**config.mk**
```make
export PLATFORM = sky130hd
export DESIGN_NAME = pipe_hazard_ctrl
export DESIGN_NICKNAME = d
export VERILOG_FILES = /design/src/rtl/pipe_hazard_ctrl_pkg.sv /design/src/rtl/pipe_hazard_ctrl_md.sv /design/src/rtl/pipe_hazard_ctrl.sv
export SDC_FILE = /design/constraint.sdc
export NUM_CORES = 1
export LEC_CHECK = 0
export CELL_PAD_IN_SITES_DETAIL_PLACEMENT = 1
export CELL_PAD_IN_SITES_GLOBAL_PLACEMENT = 2
export CORE_MARGIN = 3
export CORE_UTILIZATION = 23
export CTS_CLUSTER_DIAMETER = 120
export DETAILED_ROUTE_END_ITERATION = 10
export GPL_ROUTABILITY_DRIVEN = 0
export PLACE_DENSITY_LB_ADDON = 0.1
export REMOVE_ABC_BUFFERS = 1
export SYNTH_ARGS = -nofsm -noshare
export SYNTH_HDL_FRONTEND = slang
export SYNTH_SLANG_ARGS = --single-unit
```
**constraint.sdc**
```tcl
create_clock -name clk -period 3.28 [get_ports clk]
set_input_delay 0.656 -clock clk [delete_from_list [all_inputs] [get_ports clk]]
set_output_delay 0.656 -clock clk [all_outputs]
set_load 0.02 [all_outputs]
```
**src/rtl/pipe_hazard_ctrl_pkg.sv**
```systemverilog
// pipe_ctrl_pkg
// Shared definitions for the pipeline stall/flush controller:
//   - ctrl_state_e   : controller state (normal running / waiting to redirect)
//   - MD_CYCLES_DEF  : default mul/div latency after the start is accepted
//   - EXC_VECTOR_DEF : default general exception entry PC
//   - selectTarget   : picks the redirect target, eret taking priority
package pipe_ctrl_pkg;

  typedef enum logic {
    RUN   = 1'b0,
    REDIR = 1'b1
  } ctrl_state_e;

  localparam int          MD_CYCLES_DEF  = 33;
  localparam logic [31:0] EXC_VECTOR_DEF = 32'hBFC0_0380;

  // An eret returns to EPC; any other MEM-stage redirect is an exception
  // and goes to the vector. When both are raised, eret wins.
  function automatic logic [31:0] selectTarget(input logic        eret,
                                               input logic [31:0] epc,
                                               input logic [31:0] vec);
    return eret ? epc : vec;
  endfunction

endpackage

```
**src/rtl/pipe_hazard_ctrl_md.sv**
```systemverilog
// md_busy_cnt
// Down-counter that tracks how long the multi-cycle mul/div unit is busy.
// Ports:
//   clk       in  clock
//   rst       in  synchronous active-high reset
//   load_i    in  a mul/div start was accepted this cycle
//   md_busy_o out counter is nonzero (unit still producing HI/LO)
module md_busy_cnt
  import pipe_ctrl_pkg::*;
#(
  parameter int MD_CYCLES = MD_CYCLES_DEF
) (
  input  logic clk,
  input  logic rst,
  input  logic load_i,
  output logic md_busy_o
);

  localparam int            CW       = $clog2(MD_CYCLES + 1);
  localparam logic [CW-1:0] LOAD_VAL = CW'(MD_CYCLES - 1);

  logic [CW-1:0] count_q, count_d;

  // A newly accepted start always reloads the full latency; otherwise the
  // counter drains to zero and sits there. A flush does not touch it, since
  // a running operation belongs to an older instruction that must finish.
  always_comb begin
    count_d = count_q;
    if (load_i) begin
      count_d = LOAD_VAL;
    end else if (count_q != '0) begin
      count_d = count_q - CW'(1);
    end
  end

  // Counter register; synchronous reset clears any operation in flight.
  always_ff @(posedge clk) begin
    if (rst) begin
      count_q <= '0;
    end else begin
      count_q <= count_d;
    end
  end

  assign md_busy_o = (count_q != '0);

endmodule

```
**src/rtl/pipe_hazard_ctrl.sv**
```systemverilog
// pipe_hazard_ctrl
// Central stall/flush controller for the five pipeline registers (pc, IF_ID,
// ID_EX, EX_MEM, MEM_WB). Turns load-use, HI/LO-vs-mul/div, cache-miss and
// MEM-stage exception/eret events into per-stage write enables and bubbles,
// and holds a pending redirect while the I-cache cannot take a new PC.
// Ports:
//   clk, rst                        clock, synchronous active-high reset
//   ID_RS/ID_RT/ID_UseRS/ID_UseRT   ID source registers and their use flags
//   ID_RHLRd, ID_start              ID reads HI/LO, ID is a mul/div
//   EX_DMRd, EX_RD, EX_start        EX is a load, its destination, mul/div start
//   MEM_Exception, MEM_eret_flush   MEM-stage redirect requests
//   CP0_EPC                         eret return address
//   icache_busy, dcache_busy        cache not ready
//   PC_Wr..MEM_WBWr                 pipeline register write enables
//   IF_Flush..MEM_Flush             pipeline register bubble inserts
//   redirect_valid, redirect_pc     NPC mux select and target
//   md_busy                         mul/div still running
module pipe_hazard_ctrl
  import pipe_ctrl_pkg::*;
#(
  parameter int          MD_CYCLES  = MD_CYCLES_DEF,
  parameter logic [31:0] EXC_VECTOR = EXC_VECTOR_DEF
) (
  input  logic        clk,
  input  logic        rst,
  input  logic [4:0]  ID_RS,
  input  logic [4:0]  ID_RT,
  input  logic        ID_UseRS,
  input  logic        ID_UseRT,
  input  logic        ID_RHLRd,
  input  logic        ID_start,
  input  logic        EX_DMRd,
  input  logic [4:0]  EX_RD,
  input  logic        EX_start,
  input  logic        MEM_Exception,
  input  logic        MEM_eret_flush,
  input  logic [31:0] CP0_EPC,
  input  logic        icache_busy,
  input  logic        dcache_busy,
  output logic        PC_Wr,
  output logic        IF_IDWr,
  output logic        ID_EXWr,
  output logic        EX_MEMWr,
  output logic        MEM_WBWr,
  output logic        IF_Flush,
  output logic        ID_Flush,
  output logic        EX_Flush,
  output logic        MEM_Flush,
  output logic        redirect_valid,
  output logic [31:0] redirect_pc,
  output logic        md_busy
);

  ctrl_state_e state_q, state_d;
  logic [31:0] redirectPc_q, redirectPc_d;

  logic        loadUse, mdHaz;
  logic        sMem, sEx, sId, sIf;
  logic        excReq;
  logic [31:0] excTarget;
  logic        mdBusyRaw, mdLoad;

  // Hazard detection and the stall chain. A stall in a stage holds every
  // stage above it, so each stall term includes the one below it.
  always_comb begin
    loadUse = EX_DMRd && (EX_RD != 5'd0) &&
              ((ID_UseRS && (ID_RS == EX_RD)) || (ID_UseRT && (ID_RT == EX_RD)));
    mdHaz   = md_busy && (ID_RHLRd || ID_start);
    sMem    = dcache_busy;
    sEx     = sMem;
    sId     = sEx || loadUse || mdHaz;
    sIf     = sId || icache_busy;
  end

  // Exception/eret requests only count while running; in REDIR the pipeline
  // has already been emptied, so anything left in MEM is stale.
  assign excReq    = (state_q == RUN) && (MEM_Exception || MEM_eret_flush);
  assign excTarget = selectTarget(MEM_eret_flush, CP0_EPC, EXC_VECTOR);

  // State and latched-target registers.
  always_ff @(posedge clk) begin
    if (rst) begin
      state_q      <= RUN;
      redirectPc_q <= 32'd0;
    end else begin
      state_q      <= state_d;
      redirectPc_q <= redirectPc_d;
    end
  end

  // Next state: a redirect that the I-cache cannot accept right now is
  // parked in REDIR with its target latched, and released on the first
  // cycle the I-cache is free.
  always_comb begin
    state_d      = state_q;
    redirectPc_d = redirectPc_q;
    unique case (state_q)
      RUN: begin
        if (excReq && icache_busy) begin
          state_d      = REDIR;
          redirectPc_d = excTarget;
        end
      end
      REDIR: begin
        if (!icache_busy) begin
          state_d = RUN;
        end
      end
      default: state_d = RUN;
    endcase
  end

  // Outputs. Reset freezes and bubbles everything. Redirects override every
  // hazard (including a D-cache miss, whose access is squashed upstream) and
  // bubble all stages; only the pc write waits on the I-cache. Otherwise the
  // oldest stalled stage gets a bubble behind it while stages above hold.
  always_comb begin
    PC_Wr          = 1'b1;
    IF_IDWr        = 1'b1;
    ID_EXWr        = 1'b1;
    EX_MEMWr       = 1'b1;
    MEM_WBWr       = 1'b1;
    IF_Flush       = 1'b0;
    ID_Flush       = 1'b0;
    EX_Flush       = 1'b0;
    MEM_Flush      = 1'b0;
    redirect_valid = 1'b0;
    redirect_pc    = redirectPc_q;
    if (rst) begin
      PC_Wr     = 1'b0;
      IF_IDWr   = 1'b0;
      ID_EXWr   = 1'b0;
      EX_MEMWr  = 1'b0;
      MEM_WBWr  = 1'b0;
      IF_Flush  = 1'b1;
      ID_Flush  = 1'b1;
      EX_Flush  = 1'b1;
      MEM_Flush = 1'b1;
    end else if ((state_q == REDIR) || excReq) begin
      IF_Flush       = 1'b1;
      ID_Flush       = 1'b1;
      EX_Flush       = 1'b1;
      MEM_Flush      = 1'b1;
      PC_Wr          = !icache_busy;
      redirect_valid = !icache_busy;
      if (state_q == RUN) begin
        redirect_pc = excTarget;
      end
    end else begin
      PC_Wr     = !sIf;
      IF_IDWr   = !sId;
      IF_Flush  = sIf && !sId;
      ID_EXWr   = !sEx;
      ID_Flush  = sId && !sEx;
      EX_MEMWr  = !sMem;
      EX_Flush  = sEx && !sMem;
      MEM_Flush = sMem;
    end
  end

  // A start in the same cycle as a redirect belongs to a younger, squashed
  // instruction and must not launch the unit.
  assign mdLoad  = EX_start && EX_MEMWr && !excReq;
  assign md_busy = mdBusyRaw && !rst;

  md_busy_cnt #(
    .MD_CYCLES(MD_CYCLES)
  ) u_md_busy_cnt (
    .clk      (clk),
    .rst      (rst),
    .load_i   (mdLoad),
    .md_busy_o(mdBusyRaw)
  );

endmodule
```
# After elaboration in Yosys (flattened, before gate mapping)
# Index checks and enable logic that the tools add are counted.
# classes
add_sub_neg,1
eq_ne,2
n_mux,26
n_reduce_logical,30
bitwise,1
# ops
cell,count
$mux 32,4
$mux 1,19
$logic_and 1x1->1,12
$mux 6,2
$eq 5x5->1,2
$logic_or 1x1->1,7
$logic_not 1->1,6
$reduce_bool 6->1,1
$sub 6x1->6 const B,1
$reduce_bool 5->1,1
$pmux 1 s2,1
$reduce_and 2->1,1
$reduce_bool 2->1,1
$reduce_or 2->1,1
$not 1->1,1
# totals
out_inout_bits,43
in_bits,59
reg_bits,39

# Logic depth before layout (Yosys ltp)
# Gate-level depths: netlist (run 1).
# logic_depth
depth_word,10
ltp_mapped,7
mapped_depth_nobuf,6

# Hierarchy
# A second synthesis (run 1) with hierarchy kept.
# unflattened
hier_cells,315
area_unflattened_um2,2220.9
# by_module_without_submodules
module,area_each_um2,instances,seq_area_each_um2,cells_each
pipe_hazard_ctrl,1893.1,1,660.6,282
md_busy_cnt,327.8,1,120.1,33

# Worst setup path after synthesis (run 1)
# OpenSTA, ideal clock, no wires.
# synth_path
kind,in2out
from,input MEM_eret_flush
to,output redirect_pc[23]
slack_ns,0.700
arrival_time_ns,1.924
t_required_ns,2.624
path_stages,6
cell_sequence,buf_4 nor2_2 or3_1 buf_2 buf_6 o21ai_0
# synth_via
elab_chain_cells,5
# synth_lines
item,line_no,rtl
from (decl),pipe_hazard_ctrl.sv:36,"input logic MEM_eret_flush,"
$logic_or 1x1->1,pipe_hazard_ctrl.sv:77,assign excReq = (state_q == RUN) && (MEM_Exception || MEM_eret_flush);
$logic_and 1x1->1,pipe_hazard_ctrl.sv:77,
$logic_or 1x1->1,pipe_hazard_ctrl.sv:139,end else if ((state_q == REDIR) || excReq) begin
$mux 32 *,pipe_hazard_ctrl.sv:139,
$mux 32 *,pipe_hazard_ctrl.sv:129,if (rst) begin
to (decl),pipe_hazard_ctrl.sv:50,"output logic [31:0] redirect_pc,"
# Mark *: on every way between the ends. The rest lies on a longest branch, timed or not.

# Worst setup path in the final report (run 1)
# layout_path
from,input rst
to,output redirect_pc[5]
# layout_via
elab_chain_cells,1
# layout_lines
item,line_no,rtl
from (decl),pipe_hazard_ctrl.sv:25,"input logic rst,"
$mux 32,pipe_hazard_ctrl.sv:129,
# No other way between the ends.

==> metrics, run 1 <==
Reg2Reg Depth=3; sw power=0.5489 mW; Mapped Area=about 0.0023 mm2; via count=about 2500; Yosys top cell area share=34.51%; crit-path max FO=54; Post-synth ARST share=0%; first-pass GRT wire length=12170 um; latest clock arrival within the worst-skew pair=280 ps; Routed Antenna Nets=0; Post-synth EDFFs=0; Hold Buf Count CTS=0; Final period util=95.06%; Post-CTS Setup Bufs=0; largest cells by area after synthesis=dfxtp_1 (35%), nand2_1 (13%), o21ai_0 (6.6%); Slew Viols, Final=0; Synth area leader=dfxtp_1; internal power=0.9772 mW; R2R Path Start=state_q$_SDFF_PP0_; Site Rows=35; Total GRT Usage=13.29%; Post-Synth Simple-Gate Area=30.48%; Clk network pwr share=20.8%; Avg Vias per Cell=~4.5; power density over cell area=between 400 and 500 mW/mm2; Initial Util=24.03%; GRT overflow=0; Setup CP Type=in -> out; Seq/Total Area, Yosys=34.51%; Core ar.=between 0.009 and 0.01 mm2; # DRC=0; Total Die Area=0.01106 mm2; RSZ-0062 raised after global routing=false; #FFs+latches synth=39; Final Cell Area=0.003476 mm2; power share of the sequential group=37.6%; depth of the CTS H-tree=2; Top Ports=102; fmax=~320 MHz; Die Height=105.2 um; Mapped Cells=about 320; # diodes=0; vias in the first global route=approximately 2500; synth warn=0; Startpoint Class=input pin; Max clock buf depth=2; Synth Area in Compound Gates=21.18%; Hold WC Path Type=reg -> reg; fraction of synthesized cell area in xor and xnor cells=5.420%; r2r endpoint=redirectPc_q[30]$_SDFFE_PP0P_; clock sinks=39; Top FF cell, synth=dfxtp_1; TritonCTS Buffers=5; Reg clk slew, reported paths=80 ps; Worst Path Arrival=roughly 2500 ps; Post-DP HPWL=between 5000 and 6000 um; largest net degree at the start of global routing=55; reg2reg setup slack=1820 ps; status=finished clean; Area after DPL=0.003426 mm2; switching share of power=35.97%; CTS tree=built; Core Util, Final=36.92%; crit end category=output pin; Syn Area/Cell=7.159 um2; Period minus WS final=about 3100 ps; nets=roughly 480; setup TNS=0 ps; DR pass1 iterations=4; Max-slew headroom=between 60% and 70%; largest family of logic cells by synthesized area=simple AND/OR/NAND/NOR gates; area grow syn2layout=53.65%; Final Hold Violating Endpoints=0; total routed wirelength=between 7000 and 8000 um; combinational power share=between 40% and 50%; Root Buffer Master=clkbuf_8; DRT iter0 DRCs=59; Max IR drop VDD=0.2372 mV; Clock Skew=approximately 8.5 ps; Synth Area in Adders=1.106%; chip width=around 110 um; Slew @ Worst Pin=511.2 ps; layout cells sized above 1=8.654%; antenna violations before repair=0; DR WL/cell=about 13 um; multiplexer area fraction after synthesis=0%; MaxCap Viol Count=0; # setup viols final=0; Req. time, crit path=2620 ps; worst hold start=redirectPc_q[20]$_SDFFE_PP0P_; WHS Path Cells=2; end of the worst hold path=redirectPc_q[20]$_SDFFE_PP0P_; Buffers on Ports=101; distinct cell type count after synthesis=38; leakage=1.353 nW
power groups by stage:
stage / registers, mW / clock network, mW / logic, mW
final: 0.574 / 0.317 / 0.634
after global routing: 0.583 / 0.360 / 0.717
after CTS: 0.575 / 0.336 / 0.648
after detailed placement: 0.586 / 0 / 0.671
after global placement: 0.586 / 0 / 0.661
after floorplan: 0.575 / 0 / 0.389
repair_timing:
| item | in CTS | in global routing |
|---|---|---|
| cloned | 0 | 0 |
| gates resized for setup | 36 | 1 |
| endpoints found under the setup margin | 36 | 1 |
| pin swaps | 0 | 0 |
synthesized netlist by cell type, types with 3 or more instances:
cell type and instances:
nor2_1 23, buf_6 3, nor2b_1 12, nand3_1 22, a21oi_1 24, o21ai_1 4, a211oi_1 12, nand2_1 77
nor3_1 3, buf_4 3, buf_2 10, clkbuf_1 8, inv_1 4, o21ai_0 30, dfxtp_1 39, xnor2_1 13
cell families after synthesis:
group                      Yosys count
buffers and inverters               29
and+or+nand+nor                    151
adders and majority gates            2
DFF                                 39
xor gates and xnor gates            14
AOI/OAI and AO/OA                   81
layer usage:
metal | vias to the layer above | global-route usage, % | share of wire, %
met4 | 0 | 2.530 | 0.32
met5 | - | 0 | 0
met2 | 64 | 22.27 | 46
met1 | 1128 | 17.02 | 48
li1 | 1265 | - | -
met3 | 2 | 3.891 | 6.2
worst max-delay path by stage:
stage                  startpoint         endpoint  cells after the start
floorplan           MEM_Exception   redirect_pc[0]                      3
global placement              rst   redirect_pc[5]                      5
detailed placement            rst   redirect_pc[5]                      5
CTS                      EX_RD[1]         ID_Flush                      6
global route                  rst  redirect_pc[28]                      5
finish                        rst   redirect_pc[5]                      5
worst max-delay path, cell delays in order:
cell             delay, ps
clkdlybuf4s50_1        500
or3_2                  530
buf_12                 210
o21ai_0                190
dlygate4sd2_1          350
flip-flops by register name, indices dropped and copies added, names as in the netlist:
name and cells:
redirectPc_q 32, u_md_busy_cnt.count_q 6, state_q 1
placed cells by master (no fill, tap or decap), types with 2 or more instances in the layout:
cell type and count:
a211oi_2 2, inv_1 4, nor2_2 2, dlygate4sd2_1 35
xnor2_1 13, nor2b_1 12, nor2_1 23, clkbuf_8 5
nor3_1 3, a21oi_1 24, clkdlybuf4s50_1 64, a211oi_1 12
a31oi_1 2, ha_1 2, nand4_1 2, buf_12 2
dfxtp_1 39, nand2_1 77, buf_4 14, o21ai_0 30
o21ai_1 4, nand3_1 22
through the flow:
stage          cells  setup slack (ps)  hold slack [ps]  power (mW)
2_1_floorplan    291             321.8            430.5      0.9648
3_3_place_gp     537            -145.6            441.7       1.246
3_5_place_dp     537            -156.9            448.6       1.256
4_1_cts          545             41.62            461.3       1.559
5_1_grt          545             79.74            484.6       1.660
6_report         545             162.1            457.6       1.526
layout make-up:
cell class,instances,area [um2]
inverters,4,15.01
fillers,1180,5939
multi-input cells,248,1324
well taps,129,161.4
flip-flops and latches,39,780.7
repair buffers,117,1110
clock buffers,6,72.57
clock inverters,2,12.51
No activity file was read; power rests on OpenSTA's default activity.
==> run 2, diff against run 1 <==
--- a/config.mk
+++ b/config.mk
@@ -6,9 +6,9 @@
 export NUM_CORES = 1
 export LEC_CHECK = 0
 export CELL_PAD_IN_SITES_DETAIL_PLACEMENT = 1
-export CELL_PAD_IN_SITES_GLOBAL_PLACEMENT = 2
+export CELL_PAD_IN_SITES_GLOBAL_PLACEMENT = 1
 export CORE_MARGIN = 3
-export CORE_UTILIZATION = 23
+export CORE_UTILIZATION = 30
 export CTS_CLUSTER_DIAMETER = 120
 export DETAILED_ROUTE_END_ITERATION = 10
 export GPL_ROUTABILITY_DRIVEN = 0
==> run 2 against run 1 <==
Critical endpoint is now redirect_pc[13]. Worst setup slack lost 46 ps. Combinational power shrank 0.6%. Final cell count down 5.5%. Count of clock-buffer cells in the layout fell by 1. Wire length decreased by 5.0%. Total power rose by 5.3%. Critical path depth increased by 1. Clock power up 26%. Hold slack about the same.
==> metrics, run 2 (same netlist as run 1, synthesis figures left out) <==
sw power=0.5535 mW (+0.84%); DRT iter0 DRCs=100 (+69%); Period minus WS final=3163 ps (+45.51 ps); Routed Antenna Nets=0 (unchanged); Buffers on Ports=101 (unchanged); vias in the first global route=2426 (-4.5%); Post-DP HPWL=5151 um (-4.2%); depth of the CTS H-tree=2 (unchanged); DR pass1 iterations=4 (unchanged); fmax=316.1 MHz (-1.4%); Hold WC Path Type=reg -> reg; Largest register FFs=32 (unchanged); chip width=92.84 um (-12%); power density over cell area=465.6 mW/mm2 (+6.0%); Multi-input gate area=0.001318 mm2 (-0.47%); Slew Viols, Final=0 (unchanged); Worst Path Arrival=2510 ps (+50 ps); Largest regs=redirectPc_q x32, u_md_busy_cnt.count_q x6, state_q x1; most flop-heavy register=redirectPc_q; total routed wirelength=6905 um (-5.0%); Avg Vias per Cell=4.802 (+6.4%); Final Hold Violating Endpoints=0 (unchanged); Highest Signal Layer=met4; nets=476 (unchanged); leakage=1.361 nW (+0.62%); Final period util=96.45% (+1.4 points); CTS tree=built; Top Ports=102 (unchanged); crit-path max FO=64 (+19%); met1 wire length=2956 um (-15%); Met3 Wirelength=552 um (+22%); crit end category=output pin; Total GRT Usage=16.25% (+3.0 points); # setup viols final=0 (unchanged); status=finished clean; met2 WL=3331 um (unchanged); DR WL/cell=13.41 um (+0.54%); commonest non-fill, non-tap cell in the layout=nand2_1; GRT overflow=0 (unchanged); Slew @ Worst Pin=493.7 ps (-17.48 ps); Die Height=92.84 um (-12%); commonest non-fill, non-tap cells in the layout=nand2_1 (77), clkdlybuf4s50_1 (64), dfxtp_1 (39); Total Die Area=0.008618 mm2 (-22%); Hold Buf Count CTS=0 (unchanged); Startpoint Class=input pin; Setup CP Type=in -> out; # DRC=0 (unchanged); Max clock buf depth=2 (unchanged); setup TNS=0 ps (unchanged); switching share of power=34.45% (-1.5 points); Root Buffer Master=clkbuf_8; via count=2473 (+0.57%); area grow syn2layout=52.54%; Post-CTS Setup Bufs=0 (unchanged); Clk network pwr share=24.9% (+4.1 points); Max-slew headroom=67.05% (+1.1 points); Req. time, crit path=2620 ps (about the same); internal power=1.053 mW (+7.8%); power share of the sequential group=35.8% (-1.8 points); # diodes=0 (unchanged); Sequential cell area=780.7 um2 (unchanged); TritonCTS Buffers=5 (unchanged); antenna violations before repair=0 (unchanged); total power=1.607 mW (+5.3%); latest clock arrival within the worst-skew pair=290 ps (about the same); CTS resizes=35 (-2.8%); Initial Util=31.02% (+7.0 points); Core Util, Final=47.32% (+10 points); RSZ-0062 raised after global routing=false; first-pass GRT wire length=11450 um (-5.9%); largest net degree at the start of global routing=65 (+18%); Max IR drop VDD=0.4260 mV (+80%); clock sinks=39 (unchanged); Core ar.=0.007292 mm2 (-23%); Clock Skew=10.89 ps (+2.374 ps); Reg clk slew, reported paths=70 ps (about the same); Filler cells=942 (-20%); MaxCap Viol Count=0 (unchanged); combinational power share=39.2% (-2.4 points); Site Rows=31 (-11%); layout cells sized above 1=8.894% (+0.24 points)
## run 2: power groups by stage
stage	registers, mW	clock network, mW	logic [mW]
finish	0.576	0.400	0.630
global route	0.585	0.437	0.707
CTS	0.577	0.421	0.644
detailed placement	0.587	0	0.666
global placement	0.584	0	0.650
floorplan	0.575	0	0.389
## run 2: routing by layer
layer  vias up  GRT usage [%]
met4         0          4.396
met5         -              0
met1      1132          19.25
li1       1264              -
met3         6          5.361
met2        71          28.01
## run 2: area by class of cell
class / count / share of cell area (%)
multi-input cells: 248 / 38.18
repair buffers: 117 / 31.80
flip-flops and latches: 39 / 22.63
well taps: 99 / 3.590
clock buffers: 5 / 1.994
clock inverters: 3 / 1.269
inverters: 4 / 0.5439
## run 2: final timing paths
| kind | start | end | slack [ps] | depth (start not counted) |
|---|---|---|---|---|
| worst max register to register | state_q$_SDFF_PP0_ | redirectPc_q[23]$_SDFFE_PP0P_ | 1710 | 4 |
| worst max-delay path | MEM_Exception | redirect_pc[13] | 120 | 6 |
| worst min-delay path | redirectPc_q[0]$_SDFFE_PP0P_ | redirectPc_q[0]$_SDFFE_PP0P_ | 460 | 2 |
| worst min register to register | redirectPc_q[0]$_SDFFE_PP0P_ | redirectPc_q[0]$_SDFFE_PP0P_ | 460 | 2 |
## run 2: worst max-delay path: stages
cell and delay (ps):
clkdlybuf4s50_1 510, nor2_2 60, or3_2 440, buf_12 220, o21ai_0 250, dlygate4sd2_1 370
## run 2: stage by stage
stage / setup slack [ps] / cells / cell area (um2) / hold slack, ps
after floorplan: 321.8 / 291 / 2112 / 430.5
after CTS: 21.54 / 515 / 3445 / 459.7
after global placement: -183.0 / 507 / 3376 / 442.8
after global routing: 60.57 / 515 / 3451 / 474.3
final: 116.6 / 515 / 3451 / 457.7
after detailed placement: -223.2 / 507 / 3376 / 448.0
==> run 3, diff against run 2 <==
--- a/config.mk
+++ b/config.mk
@@ -12,8 +12,9 @@
 export CTS_CLUSTER_DIAMETER = 120
 export DETAILED_ROUTE_END_ITERATION = 10
 export GPL_ROUTABILITY_DRIVEN = 0
-export PLACE_DENSITY_LB_ADDON = 0.1
+export PLACE_DENSITY = 0.94
 export REMOVE_ABC_BUFFERS = 1
 export SYNTH_ARGS = -nofsm -noshare
 export SYNTH_HDL_FRONTEND = slang
+export SYNTH_HIERARCHICAL = 1
 export SYNTH_SLANG_ARGS = --single-unit
==> run 3 against run 2 <==
Flip-flop and latch count unchanged. Design area up 1.5%. Critical path type unchanged. Synthesized area down 1.8%. Highest routed layer unchanged. Largest power group unchanged.
==> metrics, run 3 <==
status=finished clean; Top Ports=102 (unchanged); RSZ-0062 raised after global routing=false; crit-path max FO=34 (-47%); top-count cell post-synth=nand2_1; CP bufs+invs=3 (unchanged); Avg Vias per Cell=5.016 (+4.5%); Max IR drop VDD=0.2656 mV (-38%); DR WL/cell=15.17 um (+13%); total power=1.624 mW (+1.1%); Initial Util=31.81% (+0.79 points); Syn Area/Cell=7.050 um2 (-1.5%); fmax=314.9 MHz (-0.39%); worst-path cell chain=clkdlybuf4s50_1 > o21bai_1 > nand2b_2 > buf_12 > o21ai_0 > clkdlybuf4s50_1; critical path's slowest cell=clkdlybuf4s50_1; Mapped Area=0.002221 mm2 (-1.8%); Largest register FFs=32 (unchanged); Min Hold Slack=462.1 ps (+4.355 ps); DR pass1 iterations=4 (unchanged); Synth Area in Compound Gates=20.79% (-0.39 points); Post-DP HPWL=5862 um (+14%); Buffers on Ports=101 (unchanged); Post-Synth Simple-Gate Area=31.94% (+1.5 points); Reg clk slew, reported paths=80 ps (about the same); Total GRT Usage=18.37% (+2.1 points); power density over cell area=463.6 mW/mm2 (-0.42%); TritonCTS Buffers=5 (unchanged); Largest regs=redirectPc_q x32, u_md_busy_cnt/count_q x6, state_q x1; commonest non-fill, non-tap cells in the layout=clkdlybuf4s50_1 (96), nand2_1 (75), dfxtp_1 (39); via count=2558 (+3.4%); Post-Place Worst Slack=-85.77 ps (+137.4 ps); GRT overflow=0 (unchanged); vias in the first global route=2777 (+14%); Top FF cell, synth=dfxtp_1; largest family of logic cells by synthesized area=simple AND/OR/NAND/NOR gates; most flop-heavy register=redirectPc_q; worst hold start=redirectPc_q[16]$_SDFFE_PP0P_; # diodes=0 (unchanged); Max-slew headroom=66.76% (-0.29 points); Total Die Area=0.008471 mm2 (-1.7%); Post-CTS Setup Bufs=0 (unchanged); Hold WC Path Type=reg -> reg; Startpoint Class=input pin; Synth area leader=dfxtp_1; area grow syn2layout=57.69%; depth of the CTS H-tree=2 (unchanged); layout cells sized above 1=8.213% (-0.68 points); Slew @ Worst Pin=498.6 ps (+4.864 ps); DRT iter0 DRCs=72 (-28%); Final Worst Setup Slack=104.1 ps (-12.46 ps); Worst Path Arrival=2520 ps (about the same); MaxCap Viol Count=0 (unchanged); Final period util=96.83% (+0.38 points); Period minus WS final=3176 ps (+12.46 ps); nets=474 (-0.42%); crit end category=output pin; synth warn=6 (+6); top cells by count, synth=nand2_1 (75), dfxtp_1 (39), o21ai_0 (33); Die Height=92.04 um (-0.86%); # DRC=0 (unchanged); Clock Skew=2.761 ps (-8.130 ps); Mapped Cells=315 (-0.32%); Setup CP Type=in -> out; antenna violations before repair=0 (unchanged); Seq/Total Area, Yosys=35.15% (+0.64 points); Yosys top cell area share=35.15% (+0.64 points); latest clock arrival within the worst-skew pair=280 ps (about the same); commonest non-fill, non-tap cell in the layout=clkdlybuf4s50_1; R2R Path Start=state_q$_SDFF_PP0_; distinct cell type count after synthesis=36 (-5.3%); fraction of synthesized cell area in xor and xnor cells=5.127% (-0.29 points); total routed wirelength=7736 um (+12%); Slew Viols, Final=0 (unchanged); CP startpoint=MEM_Exception; multiplexer area fraction after synthesis=0% (unchanged); Final Hold Violating Endpoints=0 (unchanged); clock sinks=39 (unchanged); Max clock buf depth=2 (unchanged); CTS tree=built; CP top delay family=buffers and inverters; CP dominant cell by count=clkdlybuf4s50_1; Root Buffer Master=clkbuf_8; Core ar.=0.006982 mm2 (-4.3%); Site Rows=30 (-3.2%); Req. time, crit path=2620 ps (about the same); largest net degree at the start of global routing=52 (-20%); Routed Antenna Nets=0 (unchanged); first-pass GRT wire length=12810 um (+12%); leakage=1.251 nW (-8.1%); Worst path max stage delay=650 ps (+140 ps); Post-synth EDFFs=0 (unchanged); chip width=92.04 um (-0.86%); #FFs+latches synth=39 (unchanged); Synth Area in Adders=1.127% (+0.021 points); # setup viols final=0 (unchanged); Post-synth ARST share=0% (unchanged); largest cells by area after synthesis=dfxtp_1 (35%), nand2_1 (13%), o21ai_0 (7.4%)
run 3: cell count changes after synthesis, moves of 3 or more:
cell | before | now
a21oi_1 | 24 | 29
buf_6 | 3 | 0
nor2_1 | 23 | 16
nor3_1 | 3 | 7
nor4_1 | 1 | 5
o21ai_0 | 30 | 33
o21ai_1 | 4 | 0
run 3: where the power goes:
| group | leakage (nW) | internal, mW | switching, mW | total, mW |
|---|---|---|---|---|
| clock | 0.0612 | 0.246 | 0.168 | 0.414 |
| sequential | 0.320 | 0.523 | 0.0446 | 0.568 |
| combinational | 0.869 | 0.311 | 0.331 | 0.642 |
run 3: area by class of cell:
cell class | instances | area, um2
fill | 878 | 3480
multi-input combinational | 247 | 1321
timing repair buffer | 115 | 1144
sequential | 39 | 780.7
tap | 96 | 120.1
clock buffer | 6 | 82.58
clock inverter | 2 | 35.03
inverter | 5 | 18.77
run 3: worst reg2reg max path, cell delays in order, from the launching register on:
cell and delay, ps:
dfxtp_1 320, o21bai_1 170, buf_4 160, nor2_4 330, buf_12 240, nor2_1 80, a211oi_1 220
run 3: metrics by stage:
| stage | instance area (um2) | util, % | setup TNS (ps) | std cells |
|---|---|---|---|---|
| 6_report | 3502 | 50.16 | 0 | 510 |
| 3_3_place_gp | 3386 | 48.49 | -132.9 | 502 |
| 2_1_floorplan | 2110 | - | 0 | 291 |
| 4_1_cts | 3502 | 50.16 | 0 | 510 |
| 5_1_grt | 3502 | 50.16 | 0 | 510 |
| 3_5_place_dp | 3386 | 48.49 | -200.0 | 502 |
run 3: per-layer routing:
| layer | track usage, % | vias up | wire [um] |
|---|---|---|---|
| li1 | - | 1269 | - |
| met1 | 20.03 | 1209 | 3142 |
| met2 | 34.91 | 78 | 4040 |
| met3 | 6.153 | 2 | 533 |
| met4 | 2.599 | 0 | 19 |
| met5 | 0 | - | 0 |
run 3: worst paths after layout:
kind	cells after the start	endpoint	slack, ps
worst min register to register	2	redirectPc_q[16]$_SDFFE_PP0P_	460
worst max-delay path	6	redirect_pc[28]	100
worst max register to register	6	redirectPc_q[24]$_SDFFE_PP0P_	1690
worst min-delay path	2	redirectPc_q[16]$_SDFFE_PP0P_	460
run 3: timing repair:
item	in CTS	in global routing
setup endpoints to repair	4	0
resized for setup	5	0
hold buffers	0	0
run 3: kinds of logic (layout without fill, tap and decap cells):
kind of cell	after synthesis	in the layout
AOI/OAI and AO/OA	81	81
xor gates and xnor gates	13	13
adders and majority gates	2	2
buffers and inverters	29	128
DFF	39	39
and+or+nand+nor	151	151
==> RTL change 1: new RTL, flow settings as in run 2 <==
Register the input `icache_busy` before use, cleared by the reset. The logic sees it one clock later. The other inputs are not delayed to match.
--- a/src/rtl/pipe_hazard_ctrl.sv
+++ b/src/rtl/pipe_hazard_ctrl.sv
@@ -51,6 +51,16 @@
   output logic        md_busy
 );
 
+  logic icache_busy_q;
+
+  always_ff @(posedge clk) begin
+    if (rst) begin
+      icache_busy_q <= '0;
+    end else begin
+      icache_busy_q <= icache_busy;
+    end
+  end
+
   ctrl_state_e state_q, state_d;
   logic [31:0] redirectPc_q, redirectPc_d;
 
@@ -69,7 +79,7 @@
     sMem    = dcache_busy;
     sEx     = sMem;
     sId     = sEx || loadUse || mdHaz;
-    sIf     = sId || icache_busy;
+    sIf     = sId || icache_busy_q;
   end
 
   // Exception/eret requests only count while running; in REDIR the pipeline
@@ -96,13 +106,13 @@
     redirectPc_d = redirectPc_q;
     unique case (state_q)
       RUN: begin
-        if (excReq && icache_busy) begin
+        if (excReq && icache_busy_q) begin
           state_d      = REDIR;
           redirectPc_d = excTarget;
         end
       end
       REDIR: begin
-        if (!icache_busy) begin
+        if (!icache_busy_q) begin
           state_d = RUN;
         end
       end
@@ -141,8 +151,8 @@
       ID_Flush       = 1'b1;
       EX_Flush       = 1'b1;
       MEM_Flush      = 1'b1;
-      PC_Wr          = !icache_busy;
-      redirect_valid = !icache_busy;
+      PC_Wr          = !icache_busy_q;
+      redirect_valid = !icache_busy_q;
       if (state_q == RUN) begin
         redirect_pc = excTarget;
       end
Check against the original RTL: not equivalent (a bounded check fails within 4 cycles, from zero or initial values and one cycle with rst high).
==> RTL change 1 against run 2 <==
- routed wire length is 3.3% higher
- first-iteration DRC count is 17% lower
- synthesized area increased by 0.72%
- design area grew 1.6%
- sequential share of layout area up 0.21 points
- total power increased by 0.16%
- worst setup slack improved by 0.012 ns
- fmax increased by 0.37%
- sequential cell count increased by 1
- critical endpoint is now redirect_pc[5]
- largest power group unchanged
- highest routed layer unchanged
==> RTL change 1: results (changes against run 2) <==
initial antenna violation count=0 (unchanged); WL final=7133 um (+3.3%); Num CTS Buffers=5 (unchanged); Syn Area/Cell=7.165 um2 (about the same); IO Port Bufs=101 (unchanged); largest net degree at the start of global routing=55 (-15%); Hold Path Cell Cnt=2 (unchanged); H-tree levels=2 (unchanged); ANT cells=0 (unchanged); Top delay family on crit path=buffers and inverters; Cells after DPL=509 (+0.39%); Clock Path Buffers=2 (unchanged); Clock Pin Slew Worst Setup and Hold Paths=0.07 ns (about the same); R2R depth=4 (unchanged); Crit Path Max Fanout=45 (-30%); Post-CTS Setup Repair Bufs=0 (unchanged); vias in the first global route=2566 (+5.8%); HP Start=redirectPc_q[5]; commonest cells in the netlist=nand2_1 (77), dfxtp_1 (40), o21ai_0 (30); Arr. time, crit path=2.50 ns (about the same); run status=finished, final reports clean; Starting Density=0.3125 (+0.002231); Avg Vias per Cell=4.901 (+2.1%); worst slew pin tran=0.4588 ns (-0.03493 ns); layout cells sized above 1=0.08852 (-0.0004256); YS warnings=0 (unchanged); Setup Skew=0.006403 ns (-0.004488 ns); Clock Latency Late Sink=0.29 ns (about the same); CP max stage cell=or3_2; ys async rst share=0 (unchanged); maximum vdd drop=0.0003044 V (-29%); CP startpoint=rst; leakage power=1.375 nW (+1.0%); Post-synth top flop=dfxtp_1; biggest registers after layout=redirectPc_q: 32 flops, u_md_busy_cnt.count_q: 6 flops; first-pass GRT wire length=12000 um (+4.8%); DP Wirelength=5313 um (+3.2%); FF-to-FF Start=icache_busy_q; pre-CTS setup slack=-0.1850 ns (+0.03818 ns); Layout Nets=478 (+0.42%); DR pass1 iterations=4 (unchanged); slowest stage delay, CP=0.54 ns (+0.03 ns); CTS Root Cell=clkbuf_8; Area contributors post-synth=dfxtp_1 (35%), nand2_1 (13%), o21ai_0 (6.6%), a21oi_1 (5.3%), xnor2_1 (5.0%); Worst Hold Class=register to register; total track usage=0.1692 (+0.006727); Distinct cells, synth=37 (-2.6%); sequential fraction of the synthesis area=0.3515 (+0.006323); via count=2534 (+2.5%); Iter 0 DRT Violations=83 (-17%)
==> RTL change 1: changes by cell type after synthesis <==
cell / before / now
clkbuf_1: 8 / 9
clkbuf_8: 1 / 0
dfxtp_1: 39 / 40
nor2b_1: 12 / 13
==> RTL change 1: path summary, 6_finish.rpt <==
path,end,slack (ns)
worst min register to register,redirectPc_q[5],0.46
worst max register to register,redirectPc_q[7],1.78
worst max-delay path,redirect_pc[5],0.13
worst min-delay path,redirectPc_q[5],0.46
==> RTL change 1: kinds of logic after synthesis <==
kind of cell    after synthesis  synth area share
flops                        40            0.3515
fa+ha+maj                     2           0.01098
simple gates                152            0.3053
compound gates               81            0.2103
buf+inv                      29           0.06809
xor+xnor                     14           0.05382
==> RTL change 1: repair_timing <==
action,CTS,global route
endpoints found under the setup margin,34,2
resized for setup,34,3
hold endpoints to repair,0,0
cloned,0,0
==> RTL change 1: metal layers <==
metal	vias up	share of wire	track usage
li1	1275	-	-
met2	64	0.49	0.2969
met3	2	0.076	0.05551
met1	1193	0.43	0.2006
met4	0	0.0052	0.03663
met5	-	0	0
==> RTL change 1: worst reg2reg max path, delay by kind of cell (launching register included) <==
family	cells	cell delay, ns
compound gates	1	0.23
buf+inv	1	0.41
flops	1	0.44
simple gates	2	0.32
==> RTL change 1: area by class of cell <==
class / count / area, um2
Multi-Input combinational cell: 249 / 1324
Timing Repair Buffer: 117 / 1114
Inverter: 4 / 18.77
Fill cell: 936 / 3785
Sequential cell: 40 / 800.8
Clock inverter: 1 / 30.03
Tap cell: 99 / 123.9
Clock buffer: 7 / 96.34
==> RTL change 1: stage by stage <==
stage,area [um2],hold WS [ns]
CTS,3498,0.4611
finish,3507,0.4577
floorplan,2138,0.4305
detailed placement,3415,0.4486
global placement,3415,0.4421
global route,3507,0.4796
==> RTL change 1: power by group <==
part	switching (mW)	total, mW	internal [mW]
sequential	0.0418	0.579	0.537
clock	0.172	0.440	0.269
combinational	0.311	0.590	0.278
==> RTL change 2: new RTL, settings of run 2 <==
Made on the original files. `MD_CYCLES_DEF`: 33 -> 66.
--- a/src/rtl/pipe_hazard_ctrl_pkg.sv
+++ b/src/rtl/pipe_hazard_ctrl_pkg.sv
@@ -11,7 +11,7 @@
     REDIR = 1'b1
   } ctrl_state_e;
 
-  localparam int          MD_CYCLES_DEF  = 33;
+  localparam int          MD_CYCLES_DEF  = 66;
   localparam logic [31:0] EXC_VECTOR_DEF = 32'hBFC0_0380;
 
   // An eret returns to EPC; any other MEM-stage redirect is an exception
Formal check against the unedited RTL: no difference found for any inputs over 10 cycles, from zero or initial values and one cycle with rst high; that may be too few to reach the edited logic, so the function may still have changed.
==> RTL change 2 against run 2 <==
- routed wire length decreased by 1.1%
- total power decreased by 4.4%
- synthesized area decreased by 0.94%
- design area shrank 0.18%
- combinational power about the same
- cell count is 0.19% higher
- worst setup slack got worse by 0.013 ns
- critical path depth unchanged
- clock power down 24%
- sequential cell count increased by 1
==> RTL change 2: results (changes against run 2) <==
Layout Nets=481 (+1.1%); total track usage=0.1602 (-0.002316); met2 WL=3083 um (-7.4%); Area contributors post-synth=dfxtp_1 (36%), nand2_1 (13%), o21ai_1 (7.1%), a21oi_1 (6.0%), xnor2_1 (5.1%); Top delay family on crit path=buffers and inverters; Setup Skew=0.005272 ns (-0.005620 ns); P_seq=0.603 mW (+4.7%); YS warnings=0 (unchanged); Cells after DPL=509 (+0.39%); H-tree levels=2 (unchanged); Slew headroom=0.5094 (-0.1611); Post-synth top flop=dfxtp_1; CP Launch Type=primary input; final non-filler cell total=516 (+0.19%); met2 usage=0.2574 (-0.02274); grt met1 use=0.2017 (+0.009225); Iter 0 DRT Violations=71 (-29%); leakage power=1.384 nW (+1.7%); ANT cells=0 (unchanged); Distinct cells, synth=30 (-21%); Routed met1 length=3027 um (+2.4%); Net Switching=0.5437 mW (-1.8%); largest net degree at the start of global routing=55 (-15%); GRT met3 Usage=0.06011 (+0.006499); Worst Hold Class=register to register; DP Wirelength=5221 um (+1.4%); Clock Pin Slew Worst Setup and Hold Paths=0.07 ns (about the same); Clock Latency Late Sink=0.28 ns; HP Start=redirectPc_q[16]; Routed wire per std cell=13.23 um (-1.3%); layout cells sized above 1=0.06429 (-0.02466); initial antenna violation count=0 (unchanged); CP max stage cell=or4_1; CP startpoint=EX_RD[1]; FF-to-FF Start=state_q; # fillers=924 (-1.9%); sequential fraction of the synthesis area=0.3573 (+0.01221); dpl cell area=3408 um2 (+0.96%); clock network power=0.305 mW (-24%); slowest stage delay, CP=0.55 ns (+0.04 ns); Mapped Cells=321 (+1.6%); biggest registers after layout=redirectPc_q: 32 flops, u_md_busy_cnt.count_q: 7 flops, state_q: 1 flops; first-pass GRT wire length=11400 um (-0.49%); DR pass1 iterations=4 (unchanged); vias in the first global route=2434 (+0.33%); Crit Path Max Fanout=3 (-95%); Avg Vias per Cell=4.859 (+1.2%); met3 WL post-DR=654 um (+18%); Arr. time, crit path=2.52 ns (about the same); commonest cells in the netlist=nand2_1 (80), dfxtp_1 (40), o21ai_1 (32); Num CTS Buffers=5 (unchanged); run status=finished, final reports clean; CTS Root Cell=clkbuf_8; maximum vdd drop=0.0002953 V (-31%)
RTL change 2: worst paths after layout:
kind	end	slack, ns	cells past startpoint
max	PC_Wr	0.10	6
min	redirectPc_q[16]	0.46	2
max reg2reg	redirectPc_q[22]	1.78	4
min reg2reg	redirectPc_q[16]	0.46	2
RTL change 2: kinds of logic (layout without fill, tap and decap cells):
logic type,count (synthesis),count (layout),share of synthesized area
flops,40,40,0.3573
simple gates,155,155,0.3088
compound gates,80,80,0.2038
buf+inv,28,127,0.05583
xor+xnor,15,15,0.05863
fa+ha+maj,2,2,0.01117
mux,1,1,0.004467
RTL change 2: timing repair:
action,CTS,global route
buffers inserted,0,0
endpoints found under the setup margin,35,1
gates resized for setup,35,1
RTL change 2: worst reg2reg max path, delay by kind of cell, from the launching register on:
| family | cells | cell delay (ns) |
|---|---|---|
| buffers and inverters | 1 | 0.26 |
| flip-flops | 1 | 0.37 |
| AO/OA/AOI/OAI | 1 | 0.22 |
| AND/OR/NAND/NOR | 2 | 0.56 |
RTL change 2: stage by stage:
step | util | hold WS (ns) | total power [mW] | setup slack [ns]
final | 0.4907 | 0.4573 | 1.536 | 0.1036
after global routing | 0.4907 | 0.4797 | 1.658 | 0.01285
after CTS | 0.4904 | 0.4581 | 1.562 | 0.009031
after detailed placement | 0.4856 | 0.4470 | 1.276 | -0.1876
after global placement | 0.4856 | 0.4421 | 1.259 | -0.1348
after floorplan | - | 0.4305 | 0.9902 | 0.2704
RTL change 2: cell type report:
type	count	share of cell area
inverter	4	0.004359
clock buffer	6	0.02107
multi-input combinational	253	0.3821
sequential	40	0.2325
clock inverter	1	0.001453
tap	96	0.03487
timing repair buffer	116	0.3236
